===== config.mk =====
export PLATFORM = sky130hd
export DESIGN_NAME = damage_resolver_flat
export DESIGN_NICKNAME = d
export VERILOG_FILES = /design/src/rtl/damage_resolver_if.sv /design/src/rtl/damage_resolver.sv /design/src/flat_wrapper.sv
export SDC_FILE = /design/constraint.sdc
export NUM_CORES = 1
export LEC_CHECK = 0
export BUFFER_PORTS_ARGS = -buffer_cell sky130_fd_sc_hd__buf_2
export CORE_MARGIN = 5
export CORE_UTILIZATION = 31
export CTS_BUF_LIST = sky130_fd_sc_hd__clkbuf_4
export DETAILED_ROUTE_END_ITERATION = 8
export GPL_TIMING_DRIVEN = 0
export PLACE_DENSITY = 0.53
export SKIP_CTS_REPAIR_TIMING = 1
export SLEW_MARGIN = 20
export SYNTH_ARGS = -nofsm -noshare
export SYNTH_HDL_FRONTEND = slang
export SYNTH_SLANG_ARGS = --single-unit

===== constraint.sdc =====
create_clock -name clk -period 2.22 [get_ports clk]
set_clock_uncertainty 0.1 [all_clocks]
set_input_delay 0.111 -clock clk [delete_from_list [all_inputs] [get_ports clk]]
set_output_delay 0.111 -clock clk [all_outputs]
set_load 0.02 [all_outputs]

===== src/rtl/damage_resolver_if.sv =====
// Hit-scan / game-state bundle between the damage resolver and its surroundings.
// The master side drives frame timing, hit flags and FSM codes; the slave side returns game state.
interface damage_resolver_if #(
    parameter int HEALTH_W = 7
);
    logic                frame_tick;
    logic                hitscan1;
    logic                hitscan2;
    logic [3:0]          Player1NS;
    logic [3:0]          Player2NS;
    logic [HEALTH_W-1:0] p1_health;
    logic [HEALTH_W-1:0] p2_health;
    logic                p1_hit_pulse;
    logic                p2_hit_pulse;
    logic                p1_stunned;
    logic                p2_stunned;
    logic                p1_invuln;
    logic                p2_invuln;
    logic                game_over;
    logic [1:0]          winner;

    modport master (
        output frame_tick, hitscan1, hitscan2, Player1NS, Player2NS,
        input  p1_health, p2_health, p1_hit_pulse, p2_hit_pulse,
               p1_stunned, p2_stunned, p1_invuln, p2_invuln, game_over, winner
    );

    modport slave (
        input  frame_tick, hitscan1, hitscan2, Player1NS, Player2NS,
        output p1_health, p2_health, p1_hit_pulse, p2_hit_pulse,
               p1_stunned, p2_stunned, p1_invuln, p2_invuln, game_over, winner
    );
endinterface


===== src/rtl/damage_resolver.sv =====
// Turns hit-scan flags into health, hit-stun / invulnerability windows and the game result.
// Index 0 is player 1, index 1 is player 2; each victim is damaged by the other player's state.
module damage_resolver #(
    parameter int HEALTH_W      = 7,
    parameter int MAX_HEALTH    = 100,
    parameter int BASIC_DMG     = 10,
    parameter int DIR_DMG       = 15,
    parameter int STUN_FRAMES   = 12,
    parameter int INVULN_FRAMES = 20
) (
    input  logic              clk,
    input  logic              rst,
    damage_resolver_if.slave  bus
);

    typedef logic [HEALTH_W-1:0] health_t;
    typedef enum logic [1:0] {READY, STUN, INVULN} state_t;

    localparam health_t    MAX_H     = health_t'(MAX_HEALTH);
    localparam health_t    BASIC_D   = health_t'(BASIC_DMG);
    localparam health_t    DIR_D     = health_t'(DIR_DMG);
    localparam logic [7:0] STUN_LD   = 8'(STUN_FRAMES);
    localparam logic [7:0] INVULN_LD = 8'(INVULN_FRAMES);

    state_t     r_state      [2];
    state_t     w_state_nxt  [2];
    logic [7:0] r_cnt        [2];
    logic [7:0] w_cnt_nxt    [2];
    health_t    r_health     [2];
    health_t    w_health_nxt [2];
    logic [3:0] w_att_ns     [2];
    logic [1:0] r_pulse;
    logic [1:0] w_accept;
    logic [1:0] w_scan;
    logic       w_game_over;

    function automatic health_t sat_sub(input health_t h, input health_t d);
        return (h > d) ? h - d : '0;
    endfunction

    function automatic health_t dmg_of(input logic [3:0] ns);
        return (ns == 4'd7) ? DIR_D : BASIC_D;
    endfunction

    function automatic logic is_attack(input logic [3:0] ns);
        return (ns == 4'd4) || (ns == 4'd7);
    endfunction

    assign w_scan      = {bus.hitscan2, bus.hitscan1};
    assign w_att_ns[0] = bus.Player2NS;
    assign w_att_ns[1] = bus.Player1NS;
    assign w_game_over = (r_health[0] == '0) || (r_health[1] == '0);

    always_comb begin
        for (int i = 0; i < 2; i++) begin
            w_state_nxt[i]  = r_state[i];
            w_cnt_nxt[i]    = r_cnt[i];
            w_health_nxt[i] = r_health[i];
            w_accept[i]     = 1'b0;
            case (r_state[i])
                READY: begin
                    // A tick on the accept edge is deliberately not counted.
                    if (w_scan[i] && !w_game_over && is_attack(w_att_ns[i])) begin
                        w_accept[i]     = 1'b1;
                        w_health_nxt[i] = sat_sub(r_health[i], dmg_of(w_att_ns[i]));
                        w_state_nxt[i]  = STUN;
                        w_cnt_nxt[i]    = STUN_LD;
                    end
                end
                STUN: begin
                    if (bus.frame_tick) begin
                        if (r_cnt[i] == 8'd1) begin
                            w_state_nxt[i] = INVULN;
                            w_cnt_nxt[i]   = INVULN_LD;
                        end else begin
                            w_cnt_nxt[i] = r_cnt[i] - 8'd1;
                        end
                    end
                end
                INVULN: begin
                    if (bus.frame_tick) begin
                        if (r_cnt[i] == 8'd1) begin
                            w_state_nxt[i] = READY;
                            w_cnt_nxt[i]   = 8'd0;
                        end else begin
                            w_cnt_nxt[i] = r_cnt[i] - 8'd1;
                        end
                    end
                end
                default: begin
                    w_state_nxt[i] = READY;
                    w_cnt_nxt[i]   = 8'd0;
                end
            endcase
        end
    end

    always_ff @(posedge clk) begin
        if (rst) begin
            for (int i = 0; i < 2; i++) begin
                r_state[i]  <= READY;
                r_cnt[i]    <= 8'd0;
                r_health[i] <= MAX_H;
            end
            r_pulse <= 2'b00;
        end else begin
            for (int i = 0; i < 2; i++) begin
                r_state[i]  <= w_state_nxt[i];
                r_cnt[i]    <= w_cnt_nxt[i];
                r_health[i] <= w_health_nxt[i];
            end
            r_pulse <= w_accept;
        end
    end

    assign bus.p1_health    = r_health[0];
    assign bus.p2_health    = r_health[1];
    assign bus.p1_hit_pulse = r_pulse[0];
    assign bus.p2_hit_pulse = r_pulse[1];
    assign bus.p1_stunned   = (r_state[0] == STUN);
    assign bus.p2_stunned   = (r_state[1] == STUN);
    assign bus.p1_invuln    = (r_state[0] == INVULN);
    assign bus.p2_invuln    = (r_state[1] == INVULN);
    assign bus.game_over    = w_game_over;
    // Bit 1 flags P1 dead, bit 0 flags P2 dead: 01 P1 wins, 10 P2 wins, 11 draw.
    assign bus.winner       = {r_health[0] == '0, r_health[1] == '0};

endmodule

===== src/flat_wrapper.sv =====
// flat-port wrapper written by rule: the top's interface ports become plain ports
module damage_resolver_flat 
#(
    parameter int HEALTH_W      = 7,
    parameter int MAX_HEALTH    = 100,
    parameter int BASIC_DMG     = 10,
    parameter int DIR_DMG       = 15,
    parameter int STUN_FRAMES   = 12,
    parameter int INVULN_FRAMES = 20
)
  (clk, rst, bus_frame_tick, bus_hitscan1, bus_hitscan2, bus_Player1NS, bus_Player2NS, bus_p1_health, bus_p2_health, bus_p1_hit_pulse, bus_p2_hit_pulse, bus_p1_stunned, bus_p2_stunned, bus_p1_invuln, bus_p2_invuln, bus_game_over, bus_winner);
  damage_resolver_if #(.HEALTH_W(HEALTH_W)) bus_i ();
  input  logic clk;
  input  logic rst;
  input wire logic [$bits(bus_i.frame_tick)-1:0] bus_frame_tick;
  input wire logic [$bits(bus_i.hitscan1)-1:0] bus_hitscan1;
  input wire logic [$bits(bus_i.hitscan2)-1:0] bus_hitscan2;
  input wire logic [$bits(bus_i.Player1NS)-1:0] bus_Player1NS;
  input wire logic [$bits(bus_i.Player2NS)-1:0] bus_Player2NS;
  output wire logic [$bits(bus_i.p1_health)-1:0] bus_p1_health;
  output wire logic [$bits(bus_i.p2_health)-1:0] bus_p2_health;
  output wire logic [$bits(bus_i.p1_hit_pulse)-1:0] bus_p1_hit_pulse;
  output wire logic [$bits(bus_i.p2_hit_pulse)-1:0] bus_p2_hit_pulse;
  output wire logic [$bits(bus_i.p1_stunned)-1:0] bus_p1_stunned;
  output wire logic [$bits(bus_i.p2_stunned)-1:0] bus_p2_stunned;
  output wire logic [$bits(bus_i.p1_invuln)-1:0] bus_p1_invuln;
  output wire logic [$bits(bus_i.p2_invuln)-1:0] bus_p2_invuln;
  output wire logic [$bits(bus_i.game_over)-1:0] bus_game_over;
  output wire logic [$bits(bus_i.winner)-1:0] bus_winner;
  assign bus_i.frame_tick = bus_frame_tick;
  assign bus_i.hitscan1 = bus_hitscan1;
  assign bus_i.hitscan2 = bus_hitscan2;
  assign bus_i.Player1NS = bus_Player1NS;
  assign bus_i.Player2NS = bus_Player2NS;
  assign bus_p1_health = bus_i.p1_health;
  assign bus_p2_health = bus_i.p2_health;
  assign bus_p1_hit_pulse = bus_i.p1_hit_pulse;
  assign bus_p2_hit_pulse = bus_i.p2_hit_pulse;
  assign bus_p1_stunned = bus_i.p1_stunned;
  assign bus_p2_stunned = bus_i.p2_stunned;
  assign bus_p1_invuln = bus_i.p1_invuln;
  assign bus_p2_invuln = bus_i.p2_invuln;
  assign bus_game_over = bus_i.game_over;
  assign bus_winner = bus_i.winner;
  damage_resolver #(.HEALTH_W(HEALTH_W), .MAX_HEALTH(MAX_HEALTH), .BASIC_DMG(BASIC_DMG), .DIR_DMG(DIR_DMG), .STUN_FRAMES(STUN_FRAMES), .INVULN_FRAMES(INVULN_FRAMES)) u_core (.clk(clk), .rst(rst), .bus(bus_i));
endmodule

## Word level (Yosys, flattened, before mapping)

Memory sizes are Yosys's and may differ from the RTL's.
Cells that the tools add are included.

- Word-level logic and storage cells: 86
- Memories: 3
- Memory bits (writable): 34
- Input port bits: 13
- Flip-flop bits (word level): 2
- Output and inout bits: 23

- Bitwise logic cells: 8
- Reduce and logical (&&, ||, !) cells: 14
- Eq/ne operators: 10
- $add $sub $neg: 4
- Order comparisons: 2
- Mux-type cells: 43

Memory list:

| memory | depth | bits a word | rd ports | clocked after Yosys merged registers in | write ports | line | RTL |
|---|---|---|---|---|---|---|---|
| u_core.r_cnt | 2 | 8 | 2 | 0 | 2 | damage_resolver.sv:27 | `logic [7:0] r_cnt [2];` |
| u_core.r_health | 2 | 7 | 2 | 0 | 2 | damage_resolver.sv:29 | `health_t r_health [2];` |
| u_core.r_state | 2 | 2 | 2 | 0 | 2 | damage_resolver.sv:25 | `state_t r_state [2];` |

Operators by type and width:

| operator | number |
|---|---|
| $mux W8 | 12 |
| $mux W7 | 8 |
| $pmux W8 S3 | 2 |
| $mux W2 | 12 |
| $eq A4 B3 Y1 const B | 4 |
| $eq A8 B1 Y1 const B | 2 |
| $sub A8 B1 Y8 const B | 2 |
| $gt A7 B7 Y1 | 2 |
| $logic_not A7 Y1 | 2 |
| $sub A7 B7 Y7 | 2 |
| $pmux W2 S3 | 2 |
| $mux W3 | 2 |
| $or A1 B1 Y1 | 6 |
| $mux W1 | 5 |
| $eq A2 B1 Y1 const B | 2 |
| $eq A2 B2 Y1 const B | 2 |
| $logic_and A1 B1 Y1 | 4 |
| $logic_not A2 Y1 | 2 |
| $reduce_or A2 Y1 | 2 |
| $logic_or A1 B1 Y1 | 3 |
| $not A1 Y1 | 2 |
| $logic_not A1 Y1 | 1 |

## Depth between registers and ports, before layout

An unclocked memory read counts as a cell.

- Word-level depth: 9
- Mapped depth: 10
- Gate-level depth less buffers: 10

## Worst setup path before layout

Ideal clock, no wire load.

- Kind: reg2reg
- From: mem u_core.r_health[0][0] (netlist bit)
- To: mem u_core.r_health[0][12] (netlist bit)
- Setup time: 120 ps
- Period minus slack after synthesis: 2387 ps
- Cell stages (with the launch flop): 8
- Data required time: 2000 ps
- Data arrival time: 2167 ps
- Path buffers: 1
- Slack: -167 ps
- Cell sequence: dfxtp_1 or4_1 nor4_4 or3_1 buf_4 a211o_1 nor3_1 a211o_1

RTL lines:

| item | line |
|---|---|
| start, declared | damage_resolver.sv:29 |

==> impl_metrics.csv <==
group,metric,value,unit
setup_path,arrival,2.34,ns
clocking,ctsRootBufferMaster,"clkbuf_4",
synth,net_count_synth,276,
grt,grt_pass1_vias,1843,
synth,synth-async-reset-ratio,0,%
synth,ys.warnings.count,0,
timing,tightest_slew,0.573,ns
status,run_status,"complete, no violations",
grt,grt_remaining_overflow,0,
setup_path,critical_path.most_common_cell,"buf_4",
power_and_ir_drop,net-switching-power,0.425,mW
synth,syn_avg_cell_area,8.40,um2
synth,ys_top_cells_by_count,"dfxtp_1 (36), nor2_1 (35), inv_1 (19)",
flow_run,maxCapViolations,0,
synth,ys_dominant_reg_cell,"dfxtp_1",
power_and_ir_drop,cellInternalPower,1.02,mW
floorplan,die-width,93.1,um
grt,groute.usage.overall,12.0,%
synth,synth_top_cell_by_area,"dfxtp_1",
power_and_ir_drop,power.static_leakage,1.09,nW
floorplan,die_area,0.00867,mm2
cells_and_area,finalNetCount,324,
timing,post-route-period-util,98.5,%
setup_path,worst_ep_required_time,2.38,ns
clocking,cts_buffer_depth,2,
clocking,tritoncts,"built",
power_and_ir_drop,cellPowerDensity,534,mW/mm2
setup_path,worst_path_largest_cell_delay,0.55,ns
drt,routedWlPerCell,13.5,um
power_and_ir_drop,switching_share,29.5,%
floorplan,placeableCoreArea,0.00676,mm2
synth,post_synth_num_cell_types,53,
placement,gp_routability_congestion,0.784,
timing,worst_slew_margin_rel,61.8,%
timing,setup-violations-final,0,
placement,numPortBuffers,35,
drt,drtIter0Drc,51,
grt,global_route_wire_length_before_repair,8.43,mm
cells_and_area,fin_area,0.00270,mm2
worst_hold_path,holdCritPathClass,"in2reg",
timing,finalWorstPathRequiredPeriod,2.19,ns
synth,ys_top_cells_by_area,"dfxtp_1 (34%), nor2_1 (6.1%), xor2_1 (4.9%), ha_1 (4.7%), o21ai_0 (3.7%)",
timing,achievable-frequency,457,MHz
grt,maximum_number_of_pins_on_one_net_before_global_route_repair,13,
synth,yosysMostFrequentCell,"dfxtp_1",
setup_path,critPathCaptureType,"register",
power_and_ir_drop,share_clk_of_total_power,33.6,%
clocking,worst_skew_pair.late_latency,0.36,ns
timing,number_of_hold_violations_in_the_final_report,0,
worst_hold_path,min_path_cells,3,
drt,detail_route.vias_per_cell,5.19,
setup_path,worst_path_max_delay_cell,"or4_4",
power_and_ir_drop,share_comb_of_total_power,17.4,%
clocking,cts_buffers,5,
cells_and_area,post_route_cells_drive_above_1_share,28.0,%
synth,synth_enable_flop_cells,0,
synth,synth_top_area_share,33.6,%
power_and_ir_drop,sequentialPowerShare,49.0,%
setup_path,cp-start-kind,"register",
drt,wirelength,5.19,mm
synth,mapped_area,0.00214,mm2
cells_and_area,antenna_cells,0,
drt,drt_drc_violations_left,0,
grt,number_of_antenna_violations_at_the_first_check_in_global_routing,0,
synth,ys_ff_latch,36,
drt,detailedRoute.firstPassIterationCount,4,
clocking,cts_max_level,2,
synth,synth_cells,255,
timing,finalMaxSlewViolations,0,
drt,total_via_count_after_detailed_routing,1992,
synth,ys_seq_area_share,33.6,%
timing,rsz0062_at_grt,"yes",
power_and_ir_drop,irDropWorstVdd,0.209,mV
floorplan,io_pins,36,
floorplan,placement_rows,30,
cells_and_area,postLayoutCoreUtil,39.9,%
drt,detail-route-antenna-nets,0,
floorplan,die_height,93.1,um
setup_path,setup.worst_path.class,"reg2reg",
clocking,cts.reportedPaths.clkPinSlew,0.14,ns
setup_path,cell_count_of_the_worst_reg_to_reg_path,7,
cells_and_area,synthToLayoutAreaGrowth,26.0,%
floorplan,floorplan.initialDensity,31.7,%
setup_path,path_cells,"or4_4 > nor4_4 > buf_6 > o31ai_2 > buf_4 > buf_4 > o221a_2",
clocking,cts_sinks,36,
setup_path,worst-path-max-fanout,9,
placement,detailed_place.area,0.00245,mm2
placement,post-dp-hpwl,3.80,mm
==> layout by cell type, fill, tap and decap left out, drive strengths merged, types with 8 or more instances in the layout <==
| cell | instances |
|---|---|
| inv | 19 |
| nor2 | 35 |
| xnor2 | 8 |
| o21ai | 18 |
| clkbuf | 11 |
| dfxtp | 36 |
| buf | 44 |
| a21oi | 12 |
| nand2 | 9 |
| xor2 | 12 |
| ha | 8 |
| nand3 | 8 |
==> worst paths after layout <==
path	startpoint	to	slack, ns
hold reg to reg	u_core.r_cnt[0][15]	u_core.r_cnt[0][15]	0.44
setup / recovery	u_core.r_health[0][1]	u_core.r_cnt[0][2]	0.03
setup reg to reg	u_core.r_health[0][1]	u_core.r_cnt[0][2]	0.03
hold / removal	rst	u_core.r_cnt[0][13]	0.08
==> layer usage <==
layer,GRT usage (%),wire length (um),vias up
li1,-,-,1013
met1,15.5,2470,942
met2,19.9,2460,31
met3,2.65,185,6
met4,4.03,78,0
met5,0,0,-
==> critical path, delay by kind of cell, from the launching register on <==
family | cells | cell delay, ns
buffers and inverters | 3 | 0.53
AND/OR/NAND/NOR | 2 | 0.71
AO/OA/AOI/OAI | 2 | 0.36
flip-flops | 1 | 0.38
==> state kept, by name, indices dropped and copies added (netlist names) <==
| name | count |
|---|---|
| u_core.r_state | 4 |
| u_core.r_health | 14 |
| u_core.r_pulse | 2 |
| u_core.r_cnt | 16 |
==> cell type report <==
type | instances | area (um2)
multi-input combinational | 191 | 1430
clock inverter | 3 | 42.5
fill | 717 | 4060
buffer | 8 | 41.3
inverter | 19 | 71.3
sequential | 36 | 742
timing repair buffer | 42 | 235
tap | 80 | 100
clock buffer | 5 | 37.5
==> cell families (layout without fill, tap and decap cells) <==
family / Yosys count / in the layout / share of synthesized area (%)
simple gates: 95 / 95 / 26.0
buf+inv: 28 / 77 / 5.08
compound gates: 62 / 62 / 19.6
fa+ha+maj: 11 / 11 / 6.08
mux: 3 / 3 / 1.40
flops: 36 / 36 / 33.6
xor+xnor: 20 / 20 / 8.18
==> stage by stage <==
| step | instances | setup TNS, ns | setup slack (ns) | hold WS, ns | power, mW |
|---|---|---|---|---|---|
| global placement | 370 | -3.52 | -0.459 | 0.402 | 0.952 |
| finish | 384 | 0 | 0.0340 | 0.0843 | 1.44 |
| floorplan | 255 | -1.16 | -0.120 | 0.264 | 0.888 |
| CTS | 378 | -3.84 | -0.194 | 0.0832 | 1.44 |
| detailed placement | 370 | -3.82 | -0.464 | 0.411 | 0.953 |
| global route | 384 | -0.258 | -0.0508 | 0.0877 | 1.51 |
==> power groups by stage <==
stage / clock (mW) / sequential, mW / combinational [mW]
2_1_floorplan: 0 / 0.722 / 0.166
3_3_place_gp: 0 / 0.719 / 0.233
3_5_place_dp: 0 / 0.718 / 0.235
4_1_cts: 0.499 / 0.704 / 0.236
5_1_grt: 0.519 / 0.712 / 0.281
6_report: 0.484 / 0.706 / 0.251
No activity file was read; power rests on OpenSTA's default activity.
